**config.mk**
```make
export PLATFORM = sky130hd
export DESIGN_NAME = gray_step_monitor_flat
export DESIGN_NICKNAME = d
export VERILOG_FILES = /design/src/rtl/gray_step_if.sv /design/src/rtl/gray_step_monitor.sv /design/src/flat_wrapper.sv
export SDC_FILE = /design/constraint.sdc
export NUM_CORES = 1
export LEC_CHECK = 0
export CAP_MARGIN = 5
export CORE_UTILIZATION = 51
export CTS_CLUSTER_SIZE = 25
export DETAILED_ROUTE_END_ITERATION = 16
export HOLD_SLACK_MARGIN = 0.08
export MAX_ROUTING_LAYER = met4
export PLACE_DENSITY = 0.82
export SLEW_MARGIN = 20
export SYNTH_ARGS = -nofsm -noshare
export SYNTH_HDL_FRONTEND = slang
export SYNTH_SLANG_ARGS = --single-unit
```
**constraint.sdc**
```tcl
create_clock -name clk -period 6.2 [get_ports clk]
set_input_delay 1.24 -clock clk [delete_from_list [all_inputs] [get_ports clk]]
set_output_delay 1.24 -clock clk [all_outputs]
set_load 0.005 [all_outputs]
```
**src/rtl/gray_step_if.sv**
```systemverilog
// Sample/status bundle between an upstream up/down counter and gray_step_monitor.
// master drives the counter samples and clear; slave is the monitor.
interface gray_step_if #(
    parameter int WIDTH = 3,
    parameter int ERR_W = 8
) ();
    logic             in_valid;
    logic             in_load;
    logic [WIDTH-1:0] in_value;
    logic             clear;
    logic [WIDTH-1:0] gray_out;
    logic             gray_valid;
    logic             step_up;
    logic             step_down;
    logic             wrap;
    logic             step_err;
    logic [ERR_W-1:0] err_count;
    logic             fault;

    modport master (
        output in_valid, in_load, in_value, clear,
        input  gray_out, gray_valid, step_up, step_down, wrap, step_err, err_count, fault
    );

    modport slave (
        input  in_valid, in_load, in_value, clear,
        output gray_out, gray_valid, step_up, step_down, wrap, step_err, err_count, fault
    );
endinterface

```
**src/rtl/gray_step_monitor.sv**
```systemverilog
// Gray re-encoder and transition classifier for a 0..MAXVAL up/down wrap counter.
// Define GRAY_STICKY_FAULT_EN to latch the first illegal transition into a FAULT state.
module gray_step_monitor #(
    parameter int WIDTH  = 3,
    parameter int MAXVAL = 4,
    parameter int ERR_W  = 8
) (
    input  logic       clk,
    input  logic       reset,
    gray_step_if.slave bus,
    output logic [1:0] fsm_state
);
    // Handshake: a sample is accepted on any rising edge where in_valid=1 and
    // clear=0; there is no backpressure, and every pulse output answers the
    // sample accepted on the previous edge.
    typedef enum logic [1:0] {
        IDLE  = 2'd0,
        TRACK = 2'd1,
        FAULT = 2'd2
    } state_t;

    localparam logic [WIDTH-1:0] MAX_V = WIDTH'(MAXVAL);
    localparam logic [WIDTH-1:0] ONE   = WIDTH'(1);

    state_t           state, state_nxt;
    logic [WIDTH-1:0] prev, prev_nxt;
    logic [WIDTH-1:0] gray_q, gray_nxt;
    logic [ERR_W-1:0] cnt_q, cnt_nxt, cnt_inc;
    logic             gv_q, gv_nxt;
    logic             up_q, up_nxt;
    logic             dn_q, dn_nxt;
    logic             wrap_q, wrap_nxt;
    logic             err_q, err_nxt;

    logic quiet, up_step, up_wrap, dn_step, dn_wrap, is_up, is_down, illegal;

    always_comb begin
        quiet   = bus.in_load || (bus.in_value == prev);
        up_step = (prev < MAX_V) && (bus.in_value == prev + ONE);
        up_wrap = (prev >= MAX_V) && (bus.in_value == '0);
        dn_step = (prev != '0) && (bus.in_value == prev - ONE);
        dn_wrap = (prev == '0) && (bus.in_value == MAX_V);
        // Up wins over down where both could match (only possible for tiny MAXVAL).
        is_up   = !quiet && (up_step || up_wrap);
        is_down = !quiet && !is_up && (dn_step || dn_wrap);
        illegal = !quiet && !is_up && !is_down;
        cnt_inc = (cnt_q == '1) ? cnt_q : cnt_q + ERR_W'(1);
    end

    always_comb begin
        state_nxt = state;
        prev_nxt  = prev;
        gray_nxt  = gray_q;
        cnt_nxt   = cnt_q;
        gv_nxt    = 1'b0;
        up_nxt    = 1'b0;
        dn_nxt    = 1'b0;
        wrap_nxt  = 1'b0;
        err_nxt   = 1'b0;
        if (bus.clear) begin
            state_nxt = IDLE;
            cnt_nxt   = '0;
        end else if (bus.in_valid) begin
            gray_nxt = bus.in_value ^ (bus.in_value >> 1);
            gv_nxt   = 1'b1;
            prev_nxt = bus.in_value;
            case (state)
                IDLE: state_nxt = TRACK;
                TRACK: begin
                    if (illegal) begin
                        err_nxt = 1'b1;
                        cnt_nxt = cnt_inc;
`ifdef GRAY_STICKY_FAULT_EN
                        state_nxt = FAULT;
`endif
                    end else begin
                        up_nxt   = is_up;
                        dn_nxt   = is_down;
                        wrap_nxt = (is_up && up_wrap && !up_step) || (is_down && dn_wrap && !dn_step);
                    end
                end
                FAULT: begin
`ifdef GRAY_STICKY_FAULT_EN
                    if (illegal) begin
                        err_nxt = 1'b1;
                        cnt_nxt = cnt_inc;
                    end
`else
                    state_nxt = IDLE;
`endif
                end
                default: state_nxt = IDLE;
            endcase
        end
    end

    always_ff @(posedge clk) begin
        if (reset) begin
            state  <= IDLE;
            prev   <= '0;
            gray_q <= '0;
            cnt_q  <= '0;
            gv_q   <= 1'b0;
            up_q   <= 1'b0;
            dn_q   <= 1'b0;
            wrap_q <= 1'b0;
            err_q  <= 1'b0;
        end else begin
            state  <= state_nxt;
            prev   <= prev_nxt;
            gray_q <= gray_nxt;
            cnt_q  <= cnt_nxt;
            gv_q   <= gv_nxt;
            up_q   <= up_nxt;
            dn_q   <= dn_nxt;
            wrap_q <= wrap_nxt;
            err_q  <= err_nxt;
        end
    end

    assign bus.gray_out   = gray_q;
    assign bus.gray_valid = gv_q;
    assign bus.step_up    = up_q;
    assign bus.step_down  = dn_q;
    assign bus.wrap       = wrap_q;
    assign bus.step_err   = err_q;
    assign bus.err_count  = cnt_q;
`ifdef GRAY_STICKY_FAULT_EN
    assign bus.fault = (state == FAULT);
`else
    assign bus.fault = 1'b0;
`endif
    assign fsm_state = state;
endmodule

```
**src/flat_wrapper.sv**
```systemverilog
// flat-port wrapper written by rule: the top's interface ports become plain ports
module gray_step_monitor_flat 
#(
    parameter int WIDTH  = 3,
    parameter int MAXVAL = 4,
    parameter int ERR_W  = 8
)
  (clk, reset, fsm_state, bus_in_valid, bus_in_load, bus_in_value, bus_clear, bus_gray_out, bus_gray_valid, bus_step_up, bus_step_down, bus_wrap, bus_step_err, bus_err_count, bus_fault);
  gray_step_if #(.WIDTH(WIDTH), .ERR_W(ERR_W)) bus_i ();
  input  logic clk;
  input  logic reset;
  output logic [1:0] fsm_state;
  input wire logic [$bits(bus_i.in_valid)-1:0] bus_in_valid;
  input wire logic [$bits(bus_i.in_load)-1:0] bus_in_load;
  input wire logic [$bits(bus_i.in_value)-1:0] bus_in_value;
  input wire logic [$bits(bus_i.clear)-1:0] bus_clear;
  output wire logic [$bits(bus_i.gray_out)-1:0] bus_gray_out;
  output wire logic [$bits(bus_i.gray_valid)-1:0] bus_gray_valid;
  output wire logic [$bits(bus_i.step_up)-1:0] bus_step_up;
  output wire logic [$bits(bus_i.step_down)-1:0] bus_step_down;
  output wire logic [$bits(bus_i.wrap)-1:0] bus_wrap;
  output wire logic [$bits(bus_i.step_err)-1:0] bus_step_err;
  output wire logic [$bits(bus_i.err_count)-1:0] bus_err_count;
  output wire logic [$bits(bus_i.fault)-1:0] bus_fault;
  assign bus_i.in_valid = bus_in_valid;
  assign bus_i.in_load = bus_in_load;
  assign bus_i.in_value = bus_in_value;
  assign bus_i.clear = bus_clear;
  assign bus_gray_out = bus_i.gray_out;
  assign bus_gray_valid = bus_i.gray_valid;
  assign bus_step_up = bus_i.step_up;
  assign bus_step_down = bus_i.step_down;
  assign bus_wrap = bus_i.wrap;
  assign bus_step_err = bus_i.step_err;
  assign bus_err_count = bus_i.err_count;
  assign bus_fault = bus_i.fault;
  gray_step_monitor #(.WIDTH(WIDTH), .MAXVAL(MAXVAL), .ERR_W(ERR_W)) u_core (.clk(clk), .reset(reset), .bus(bus_i), .fsm_state(fsm_state));
endmodule
```
==> summary.md, run 1 <==
| Metric | Value |
|---|---|
| CP required | `between 6000 and 7000 ps` |
| Die ar. | `about 2200 um^2` |
| Drt wl/cell | `between 10 and 15 um` |
| Fmax | `325 MHz` |
| Crit share post-route | `approximately 50%` |
| Area Growth Syn to Fin | `22.7%` |
| CP startpoint kind | `input port` |
| Starting Density | `a little under three fifths` |
| Critical path data arrival time | `between 3000 and 4000 ps` |
| Setup CP Type | `input port to flop` |
| RePlAce Congestion | `0.795` |
| Worst-path clk slew | `around 100 ps` |
| HPWL after DPL | `about 1500 um` |
| CTS sink cnt | `19` |
| Unique masters post-synth | `35` |
| Leak pwr | `roughly 0.51 nW` |
| Slew headroom | `between 60% and 70%` |
| Postcts setup bufs | `0` |
| Clock Path Buffers | `2` |
| Die Wd | `between 40 and 50 um` |
| Initial DRC Count | `10` |
| N_diodes | `0` |
| H-tree levels | `1` |
| Max-cap viol count | `0` |
| Drt total wl | `1960 um` |
| RSZ-0062 raised after global routing | `false` |
| Post-CTS sizing | `0` |
| Synth Flop Type | `dfxtp_1` |
| Die span in y | `47.2 um` |
| Vias in the first global route | `between 700 and 800` |
| Rows | `15` |
| Total number of vias | `about 860` |
| # nets final | `150` |
| Worst-Skew Late Latency | `a little under 300 ps` |
| CTS tree | `yes` |
| Setup TNS | `0 ps` |
| Asr flop ratio synth | `0%` |
| Reg2Reg Depth | `7` |
| PwrDens | `about 170 nW/um^2` |
| Post-synth EDFFs | `0` |
| Hold Path Depth | `2` |
| Synthesized area per cell | `8.92 um^2` |
| Global-route wire length before repair | `around 3200 um` |
| Yosys reg bits | `19` |
| Post-DR vias/cell | `5.34` |
| Post-synthesis sequential area ratio | `36.5%` |
| Syn Inst Count | `~120` |
| GRT overflow | `0` |
| Final setup vio count | `0` |
| Outcome | `complete, no violations` |
| Netlist Area Pre-Place | `between 1000 and 1500 um^2` |
| Worst Hold Slack | `between 400 and 500 ps` |
| Worst Hold Class | `flop to flop` |
| Share of layout cells above drive strength 1 | `4.41%` |
| Area of the multi-input gates | `579 um^2` |
| Final min period | `3080 ps` |
| Post-Place Cells | `around 160` |
| Peak VDD IR | `~0.15 mV` |
| CP Max Fanout | `8` |
| Pins over their slew limit | `0` |
| # DRC | `0` |
| Core area | `1820 um^2` |
| Number of buffers created by CTS | `3` |
| Largest net degree at the start of global routing | `11` |
| Layout Cells excl Fill | `approximately 160` |
| Core Util, Final | `70.3%` |
| Num ports | `27` |
| Worst Skew | `~1.1 ps` |
| Clock root cell | `clkbuf_4` |
| Synth warn | `0` |
| Least-Margin Pin Slew | `~600 ps` |
| Number of nets with antenna violations after routing | `0` |
| CP endpoint kind | `flop` |
| Fill cells | `160` |
| Final hold viol count | `0` |
| TritonRoute pass-1 iters | `4` |
| Initial antenna violation count | `0` |
| Port buffer count | `24` |
| Hold-fix buffers at CTS | `0` |
| Overall Global Routing Usage | `a little over a fifth` |
| FF/Latch Area | `380 um^2` |
area by class of cell:
cell class / count / share of cell area, %
multi-input combinational: 83 / 45.3
sequential: 19 / 29.7
timing repair buffer: 24 / 18.8
tap: 25 / 2.44
clock buffer: 4 / 2.05
inverter: 6 / 1.76
kinds of logic (layout without fill, tap and decap cells):
group	Yosys count	after routing	synth area share [%]
compound gates	17	17	12.0
fa+ha+maj	5	5	6.00
xor+xnor	9	9	8.87
other cells	1	2	0.359
simple gates	46	46	24.1
flops	19	19	36.5
mux	4	4	3.84
buf+inv	16	34	8.39
report_power, final:
part | switching (mW) | internal [mW]
Clock | 0.0366 | 0.0250
Combinational | 0.0174 | 0.0178
Sequential | 0.00237 | 0.124
Total | 0.0564 | 0.167
cell usage in the layout, fill, tap and decap left out, types with 2 or more instances in the layout:
cell,n
and3_1,3
nand3b_1,2
nand4b_1,2
clkdlybuf4s50_1,24
xor2_1,3
mux2i_1,4
nand2_1,7
a211oi_1,3
nor3_1,2
conb_1,2
nand2b_1,2
nor2_1,14
nand4_1,4
ha_1,5
clkbuf_4,3
xnor2_1,5
inv_1,6
and4b_1,2
dfxtp_1,19
o21ai_0,2
a21oi_1,7
or3_1,3
Yosys cell counts (2+ instances only):
cell	number	area, um^2
or3_1	3	18.8
xnor2_1	5	43.8
a211oi_1	3	22.5
xor2_1	3	26.3
and3_1	3	18.8
nand2_1	7	26.3
inv_1	6	22.5
buf_4	5	37.5
a21oi_1	7	35.0
dfxtp_1	19	380
and4b_1	2	20.0
nand2b_1	2	12.5
nand3b_1	2	15.0
nor3_1	2	10.0
ha_1	5	62.6
nor2_1	14	52.6
o21ai_0	2	10.0
nand4_1	4	25.0
mux2i_1	4	40.0
nand4b_1	2	17.5
clkbuf_1	3	11.3
path summary, 6_finish.rpt:
path	start	to	slack, ps
setup / recovery	bus_in_value[2]	u_core.bus.err_count[5]$_SDFFE_PP0P_	3120
hold / removal	u_core.bus.err_count[1]$_SDFFE_PP0P_	u_core.bus.err_count[1]$_SDFFE_PP0P_	500
setup reg to reg	u_core.prev[0]$_SDFFE_PP0P_	u_core.bus.err_count[4]$_SDFFE_PP0P_	3980
hold reg to reg	u_core.bus.err_count[1]$_SDFFE_PP0P_	u_core.bus.err_count[1]$_SDFFE_PP0P_	500
flip-flops by register name, indices dropped and copies added (netlist names):
| name | cells |
|---|---|
| u_core.bus.err_count | 8 |
| u_core.bus.gray_out | 3 |
| u_core.bus.gray_valid | 1 |
| u_core.bus.step_down | 1 |
| u_core.bus.step_err | 1 |
| u_core.bus.step_up | 1 |
| u_core.bus.wrap | 1 |
| u_core.fsm_state | 1 |
| u_core.prev | 2 |
per-stage QoR:
| step | cell area, um^2 | power (mW) | setup WS [ps] |
|---|---|---|---|
| finish | 1280 | 0.224 | 3120 |
| global route | 1280 | 0.236 | 2950 |
| CTS | 1280 | 0.226 | 3150 |
| detailed placement | 1250 | 0.165 | 2830 |
| global placement | 1250 | 0.164 | 2880 |
| floorplan | 1050 | 0.155 | 3510 |
worst max-delay path: stages:
cell and delay [ps]:
clkdlybuf4s50_1 690, xnor3_1 400, a41oi_2 250, and4b_1 390
nand4_1 150, mux2i_1 140
routing by layer:
| layer | wire length, um | vias to the layer above | global-route usage (%) |
|---|---|---|---|
| met5 | 0 | - | - |
| met4 | 27 | 0 | 6.86 |
| met3 | 99 | 4 | 4.62 |
| met2 | 930 | 25 | 33.4 |
| met1 | 903 | 390 | 27.2 |
| li1 | - | 440 | - |
Note: power is estimated with default switching activity, not from simulation.
==> run 2: changes to the inputs <==
--- a/config.mk
+++ b/config.mk
@@ -6,12 +6,12 @@
 export NUM_CORES = 1
 export LEC_CHECK = 0
 export CAP_MARGIN = 5
-export CORE_UTILIZATION = 51
+export CORE_UTILIZATION = 47
 export CTS_CLUSTER_SIZE = 25
 export DETAILED_ROUTE_END_ITERATION = 16
 export HOLD_SLACK_MARGIN = 0.08
 export MAX_ROUTING_LAYER = met4
-export PLACE_DENSITY = 0.82
+export PLACE_DENSITY = 0.76
 export SLEW_MARGIN = 20
 export SYNTH_ARGS = -nofsm -noshare
 export SYNTH_HDL_FRONTEND = slang
==> constraint.sdc (replaced) <==
create_clock -name clk -period 2.9 [get_ports clk]
set_input_delay 0.58 -clock clk [delete_from_list [all_inputs] [get_ports clk]]
set_output_delay 0.58 -clock clk [all_outputs]
set_load 0.005 [all_outputs]
==> run 2 against run 1 <==
Critical path type unchanged. Combinational power is 110% higher. Hold slack worse by 11 ps. Worst setup slack worse by 2600 ps. Clock skew is 0.70 ps higher.
==> summary.md, run 2 (same netlist as run 1, synthesis figures left out) <==
| Metric | Value |
|---|---|
| Num ports | `27 (unchanged)` |
| Clock root cell | `clkbuf_4` |
| Hold Path Depth | `1 (-1)` |
| Peak VDD IR | `0.255 mV (+72%)` |
| Share of layout cells above drive strength 1 | `5.84% (+1.4 points)` |
| Worst Hold Class | `flop to flop` |
| Worst R2R Start | `u_core.prev[0]$_SDFFE_PP0P_` |
| Critical path data arrival time | `2600 ps (-680 ps)` |
| CTS tree | `yes` |
| CTS sink cnt | `19 (unchanged)` |
| Largest register FFs | `8 (unchanged)` |
| Setup WS post-layout | `501 ps (-2620 ps)` |
| N_diodes | `0 (unchanged)` |
| CP endpoint kind | `flop` |
| CP cell instances | `clkdlybuf4s50_1 > xnor3_1 > a41oi_2 > and4b_1 > a21oi_1 > a31o_1` |
| H-tree levels | `1 (unchanged)` |
| Hold-fix buffers at CTS | `0 (unchanged)` |
| Final hold viol count | `0 (unchanged)` |
| CP Max Fanout | `8 (unchanged)` |
| Rows | `16 (+1)` |
| Leak pwr | `0.520 nW (+1.5%)` |
| R2R Setup Slk | `690 ps (-3290 ps)` |
| Reg2Reg Depth | `7 (unchanged)` |
| Postcts setup bufs | `0 (unchanged)` |
| PwrDens | `371 nW/um^2 (+110%)` |
| Setup CP Type | `input port to flop` |
| Most common cell after layout, fill and taps aside | `clkdlybuf4s50_1` |
| RePlAce Congestion | `0.841 (+5.8%)` |
| Crit share post-route | `between 80 and 90%` |
| Outcome | `complete, no violations` |
| Overall Global Routing Usage | `18.4% (-2.9 points)` |
| Fmax | `between 400 and 500 MHz` |
| Vias in the first global route | `783 (+4.7%)` |
| Fill cells | `171 (+6.9%)` |
| Area Growth Syn to Fin | `23.7%` |
| Reg2reg end | `u_core.bus.err_count[5]$_SDFFE_PP0P_` |
| # nets final | `151 (+0.67%)` |
| Clock Path Buffers | `2 (unchanged)` |
| Total number of vias | `868 (+1.0%)` |
| Slew headroom | `59.8% (-0.70 points)` |
| Largest net degree at the start of global routing | `12 (+1)` |
| CP required | `3100 ps (-3300 ps)` |
| Die ar. | `2410 um^2 (+8.1%)` |
| Post-CTS sizing | `0 (unchanged)` |
| # DRC | `0 (unchanged)` |
| Post-DR vias/cell | `5.29 (-0.80%)` |
| Final setup vio count | `0 (unchanged)` |
| Die span in y | `49.1 um (+4.0%)` |
| Final min period | `2400 ps` |
| Drt total wl | `1950 um (-0.51%)` |
| Number of nets with antenna violations after routing | `0 (unchanged)` |
| Worst-path clk slew | `110 ps (about the same)` |
| Pins over their slew limit | `0 (unchanged)` |
| RSZ-0062 raised after global routing | `false` |
| GRT overflow | `0 (unchanged)` |
| Worst-Skew Late Latency | `290 ps (about the same)` |
| Setup TNS | `0 ps (unchanged)` |
| Global-route wire length before repair | `3390 um (+5.8%)` |
| Max-cap viol count | `0 (unchanged)` |
| Worst Hold Slack | `488 ps (-10.7 ps)` |
| Die Wd | `49.1 um (+4.0%)` |
| CP startpoint kind | `input port` |
| HPWL after DPL | `1500 um (-1.6%)` |
| Drt wl/cell | `11.9 um (-2.3%)` |
| Number of buffers created by CTS | `3 (unchanged)` |
| CP max stage cell | `clkdlybuf4s50_1` |
| Initial DRC Count | `18 (+8)` |
| Core Util, Final | `63.9% (-6.4 points)` |
| TritonRoute pass-1 iters | `4 (unchanged)` |
| Port buffer count | `24 (unchanged)` |
| Hold Startpoint | `u_core.bus.err_count[6]$_SDFFE_PP0P_` |
| Core area | `2020 um^2 (+11%)` |
| Worst Skew | `1.77 ps (+0.695 ps)` |
| Initial antenna violation count | `0 (unchanged)` |
| DP Worst Slack | `212 ps (-2620 ps)` |
| Worst Hold Path EP | `u_core.bus.err_count[6]$_SDFFE_PP0P_` |
| Least-Margin Pin Slew | `602 ps (+10.5 ps)` |
| Most frequent cells in the layout | `clkdlybuf4s50_1, dfxtp_1, nor2_1` |
| Starting Density | `51.6% (-5.7 points)` |
| CP max stage delay | `680 ps (about the same)` |
-- run 2: cell count changes in the layout (fill, tap and decap cells not counted) --
cell,delta
clkbuf_1,-1
clkinv_2,+1
buf_4,+1
-- run 2: final cells by class --
type	count	area [um^2]	area share (%)
sequential	19	380	29.5
clock buffer	3	22.5	1.74
tap	27	33.8	2.62
timing repair buffer	25	248	19.2
clock inverter	1	5.00	0.388
inverter	6	22.5	1.74
multi-input combinational	83	579	44.9
-- run 2: where the power goes --
part | internal, mW | leakage [nW] | switching, mW
logic | 0.0387 | 0.349 | 0.0369
clock network | 0.0513 | 0.0177 | 0.0813
registers | 0.266 | 0.154 | 0.00521
-- run 2: worst max-delay path by stage --
stage / startpoint / endpoint
finish: bus_in_value[2] / u_core.bus.err_count[3]$_SDFFE_PP0P_
global placement: bus_in_value[2] / u_core.bus.err_count[5]$_SDFFE_PP0P_
detailed placement: bus_in_value[2] / u_core.bus.err_count[4]$_SDFFE_PP0P_
CTS: bus_in_value[2] / u_core.bus.err_count[4]$_SDFFE_PP0P_
global route: bus_in_value[0] / u_core.bus.err_count[2]$_SDFFE_PP0P_
floorplan: bus_in_value[1] / u_core.bus.err_count[5]$_SDFFE_PP0P_
-- run 2: through the flow --
step / std cells / instance area (um^2) / power, mW
final: 164 / 1290 / 0.480
after detailed placement: 160 / 1260 / 0.353
after global placement: 160 / 1260 / 0.351
after floorplan: 118 / 1050 / 0.331
after global routing: 164 / 1290 / 0.507
after CTS: 164 / 1290 / 0.485
-- run 2: per-layer routing --
metal  vias to the layer above  GRT usage [%]  share of wire [%]
li1                        438              -                  -
met1                       400           22.6                 46
met2                        26           30.8                 48
met3                         4           3.74                5.3
met4                         0           4.41               0.77
met5                         -              -                  0
-- run 2: critical path, delay by kind of cell --
family	cells	cell delay [ps]
and+or+nand+nor	1	390
xor gates and xnor gates	1	390
AOI/OAI and AO/OA	3	550
buffers and inverters	1	680
==> run 3: changes to the inputs <==
==> constraint.sdc (replaced) <==
create_clock -name clk -period 2.25 [get_ports clk]
set_input_delay 0.45 -clock clk [delete_from_list [all_inputs] [get_ports clk]]
set_output_delay 0.45 -clock clk [all_outputs]
set_load 0.005 [all_outputs]
==> run 3 against run 2 <==
Design area increased by 4.1%. Wire length rose by 2.8%. First-iteration DRC count decreased by 44%. Sequential share of layout area shrank 1.2 points. Worst setup slack worse by 370 ps. Clock skew is 0.77 ps lower. Combinational power rose by 43%. Clock power rose by 35%. Largest power group unchanged. Highest routed layer unchanged.
==> summary.md, run 3 (same netlist as run 1, synthesis figures left out) <==
| Metric | Value |
|---|---|
| Outcome | `complete, no violations` |
| Largest register FFs | `8 (unchanged)` |
| FF/Latch Area | `380 um^2 (unchanged)` |
| CP required | `2460 ps (-640 ps)` |
| Final min period | `~2100 ps` |
| Hold-fix buffers at CTS | `0 (unchanged)` |
| CTS tree | `yes` |
| Post-DR vias/cell | `5.07 (-4.2%)` |
| Initial DRC Count | `10 (-8)` |
| CP endpoint kind | `flop` |
| Rows | `16 (unchanged)` |
| Port buffer count | `24 (unchanged)` |
| CTS sink cnt | `19 (unchanged)` |
| Worst setup endpoint | `u_core.bus.err_count[3]$_SDFFE_PP0P_` |
| Worst path buffer plus inverter count | `2 (+1)` |
| Reg2Reg Depth | `7 (unchanged)` |
| Clock Path Buffers | `2 (unchanged)` |
| R2R Setup Slk | `200 ps (-490 ps)` |
| GRT overflow | `0 (unchanged)` |
| Origin of the worst setup path | `bus_in_value[0]` |
| # DRC | `0 (unchanged)` |
| Vias in the first global route | `785 (+0.26%)` |
| Number of buffers created by CTS | `3 (unchanged)` |
| Worst path depth | `8 (+2)` |
| Number of nets with antenna violations after routing | `0 (unchanged)` |
| Clock root cell | `clkbuf_4` |
| # nets final | `158 (+4.6%)` |
| Crit share post-route | `approximately 94%` |
| CP max stage delay | `490 ps (-190 ps)` |
| CP Max Fanout | `7 (-1)` |
| Die ar. | `2410 um^2 (unchanged)` |
| Overall Global Routing Usage | `18.5% (+0.093 points)` |
| CP cell instances | `clkdlybuf4s50_1 > inv_1 > ha_1 > and4b_1 > a41oi_2 > and4b_1 > a21oi_1 > a31o_1` |
| PwrDens | `472 nW/um^2 (+27%)` |
| Reg2reg end | `u_core.bus.err_count[3]$_SDFFE_PP0P_` |
| Worst-path clk slew | `110 ps (about the same)` |
| Fmax | `471 MHz` |
| Drt total wl | `2000 um (+2.8%)` |
| Fill cells | `180 (+5.3%)` |
| Num ports | `27 (unchanged)` |
| RePlAce Congestion | `0.822 (-2.2%)` |
| RSZ-0062 raised after global routing | `false` |
| Final hold viol count | `0 (unchanged)` |
| CP startpoint kind | `input port` |
| Core Util, Final | `66.5% (+2.6 points)` |
| Setup CP Type | `input port to flop` |
| Max-cap viol count | `0 (unchanged)` |
| Crit-path leading delay family | `simple AND/OR/NAND/NOR gates` |
| Global-route wire length before repair | `3410 um (+0.41%)` |
| Most frequent CP cell | `and4b_1` |
| Pins over their slew limit | `0 (unchanged)` |
| N_diodes | `0 (unchanged)` |
| Starting Density | `51.6% (unchanged)` |
| Most common cell after layout, fill and taps aside | `clkdlybuf4s50_1` |
| Worst-Skew Late Latency | `300 ps (about the same)` |
| H-tree levels | `1 (unchanged)` |
| Area Growth Syn to Fin | `28.8%` |
| Core area | `2020 um^2 (unchanged)` |
| Die span in y | `49.1 um (unchanged)` |
| Peak VDD IR | `0.421 mV (+65%)` |
| HPWL after DPL | `1570 um (+4.4%)` |
| Area of the multi-input gates | `579 um^2 (unchanged)` |
| Worst Skew | `1.01 ps (-0.767 ps)` |
| Most frequent cells in the layout | `clkdlybuf4s50_1, dfxtp_1, nor2_1` |
| Share of layout cells above drive strength 1 | `10.4% (+4.6 points)` |
| Critical path data arrival time | `2330 ps (-270 ps)` |
| Die Wd | `49.1 um (unchanged)` |
| Dpl cell area | `1320 um^2 (+4.2%)` |
| Drt wl/cell | `11.7 um (-1.4%)` |
| Initial antenna violation count | `0 (unchanged)` |
| Largest net degree at the start of global routing | `12 (unchanged)` |
| Final setup vio count | `0 (unchanged)` |
| Total number of vias | `867 (-0.12%)` |
| Worst Hold Class | `flop to flop` |
| CP max stage cell | `clkdlybuf4s50_1` |
| Worst R2R Start | `u_core.prev[0]$_SDFFE_PP0P_` |
| Leak pwr | `0.555 nW (+6.7%)` |
| TritonRoute pass-1 iters | `4 (unchanged)` |
| Final instance area | `1340 um^2 (+4.1%)` |
[run 3: cell count changes in the layout (fill, tap and decap cells not counted), sizes merged]
cell and delta:
buf +7
[run 3: worst register-to-register path: cells and delay by family, from the launching register on]
kind | cells | cell delay (ps)
AO/OA/AOI/OAI | 3 | 420
XOR/XNOR | 1 | 290
adder cells (fa/ha/maj) | 1 | 310
buffers and inverters | 1 | 100
flip-flops | 1 | 410
AND/OR/NAND/NOR | 1 | 420
[run 3: cell type report]
type | count | share of cell area [%]
clock buffers | 3 | 1.68
flip-flops and latches | 19 | 28.3
multi-input cells | 83 | 43.1
well taps | 27 | 2.51
clock inverters | 1 | 0.372
repair buffers | 32 | 22.3
inverters | 6 | 1.68
[run 3: worst min-delay path by stage]
| stage | from | end | depth (start not counted) |
|---|---|---|---|
| floorplan | u_core.bus.err_count[6]$_SDFFE_PP0P_ | u_core.bus.err_count[6]$_SDFFE_PP0P_ | 1 |
| global placement | u_core.bus.err_count[6]$_SDFFE_PP0P_ | u_core.bus.err_count[6]$_SDFFE_PP0P_ | 1 |
| detailed placement | u_core.bus.err_count[5]$_SDFFE_PP0P_ | u_core.bus.err_count[5]$_SDFFE_PP0P_ | 2 |
| CTS | u_core.bus.err_count[5]$_SDFFE_PP0P_ | u_core.bus.err_count[5]$_SDFFE_PP0P_ | 2 |
| global route | u_core.bus.gray_out[1]$_SDFFE_PP0P_ | u_core.bus.gray_out[1]$_SDFFE_PP0P_ | 2 |
| finish | u_core.bus.err_count[1]$_SDFFE_PP0P_ | u_core.bus.err_count[1]$_SDFFE_PP0P_ | 2 |
[run 3: what timing repair did]
action	in CTS	in global routing
gates resized for setup	0	0
setup endpoints to repair	0	1
setup buffers	0	0
[run 3: metal layers]
| layer | global-route usage, % | vias up | wire length (um) |
|---|---|---|---|
| li1 | - | 454 | - |
| met1 | 23.9 | 390 | 999 |
| met2 | 29.0 | 21 | 908 |
| met3 | 3.12 | 2 | 69 |
| met4 | 6.86 | 0 | 27 |
| met5 | - | - | 0 |
[run 3: per-stage QoR]
step,cells,hold slack [ps],setup WS [ps],total power [mW],setup TNS [ps]
after floorplan,118,464,246,0.426,0
after global placement,167,473,-139,0.460,-657
after detailed placement,167,493,-188,0.462,-1100
after CTS,171,509,130,0.638,0
after global routing,171,529,3.31,0.664,0
final,171,507,128,0.634,0
[run 3: power by group]
part | switching (mW) | internal [mW] | leakage, nW | total (mW)
logic | 0.0506 | 0.0569 | 0.383 | 0.108
clock network | 0.112 | 0.0664 | 0.0177 | 0.179
registers | 0.00454 | 0.343 | 0.154 | 0.348
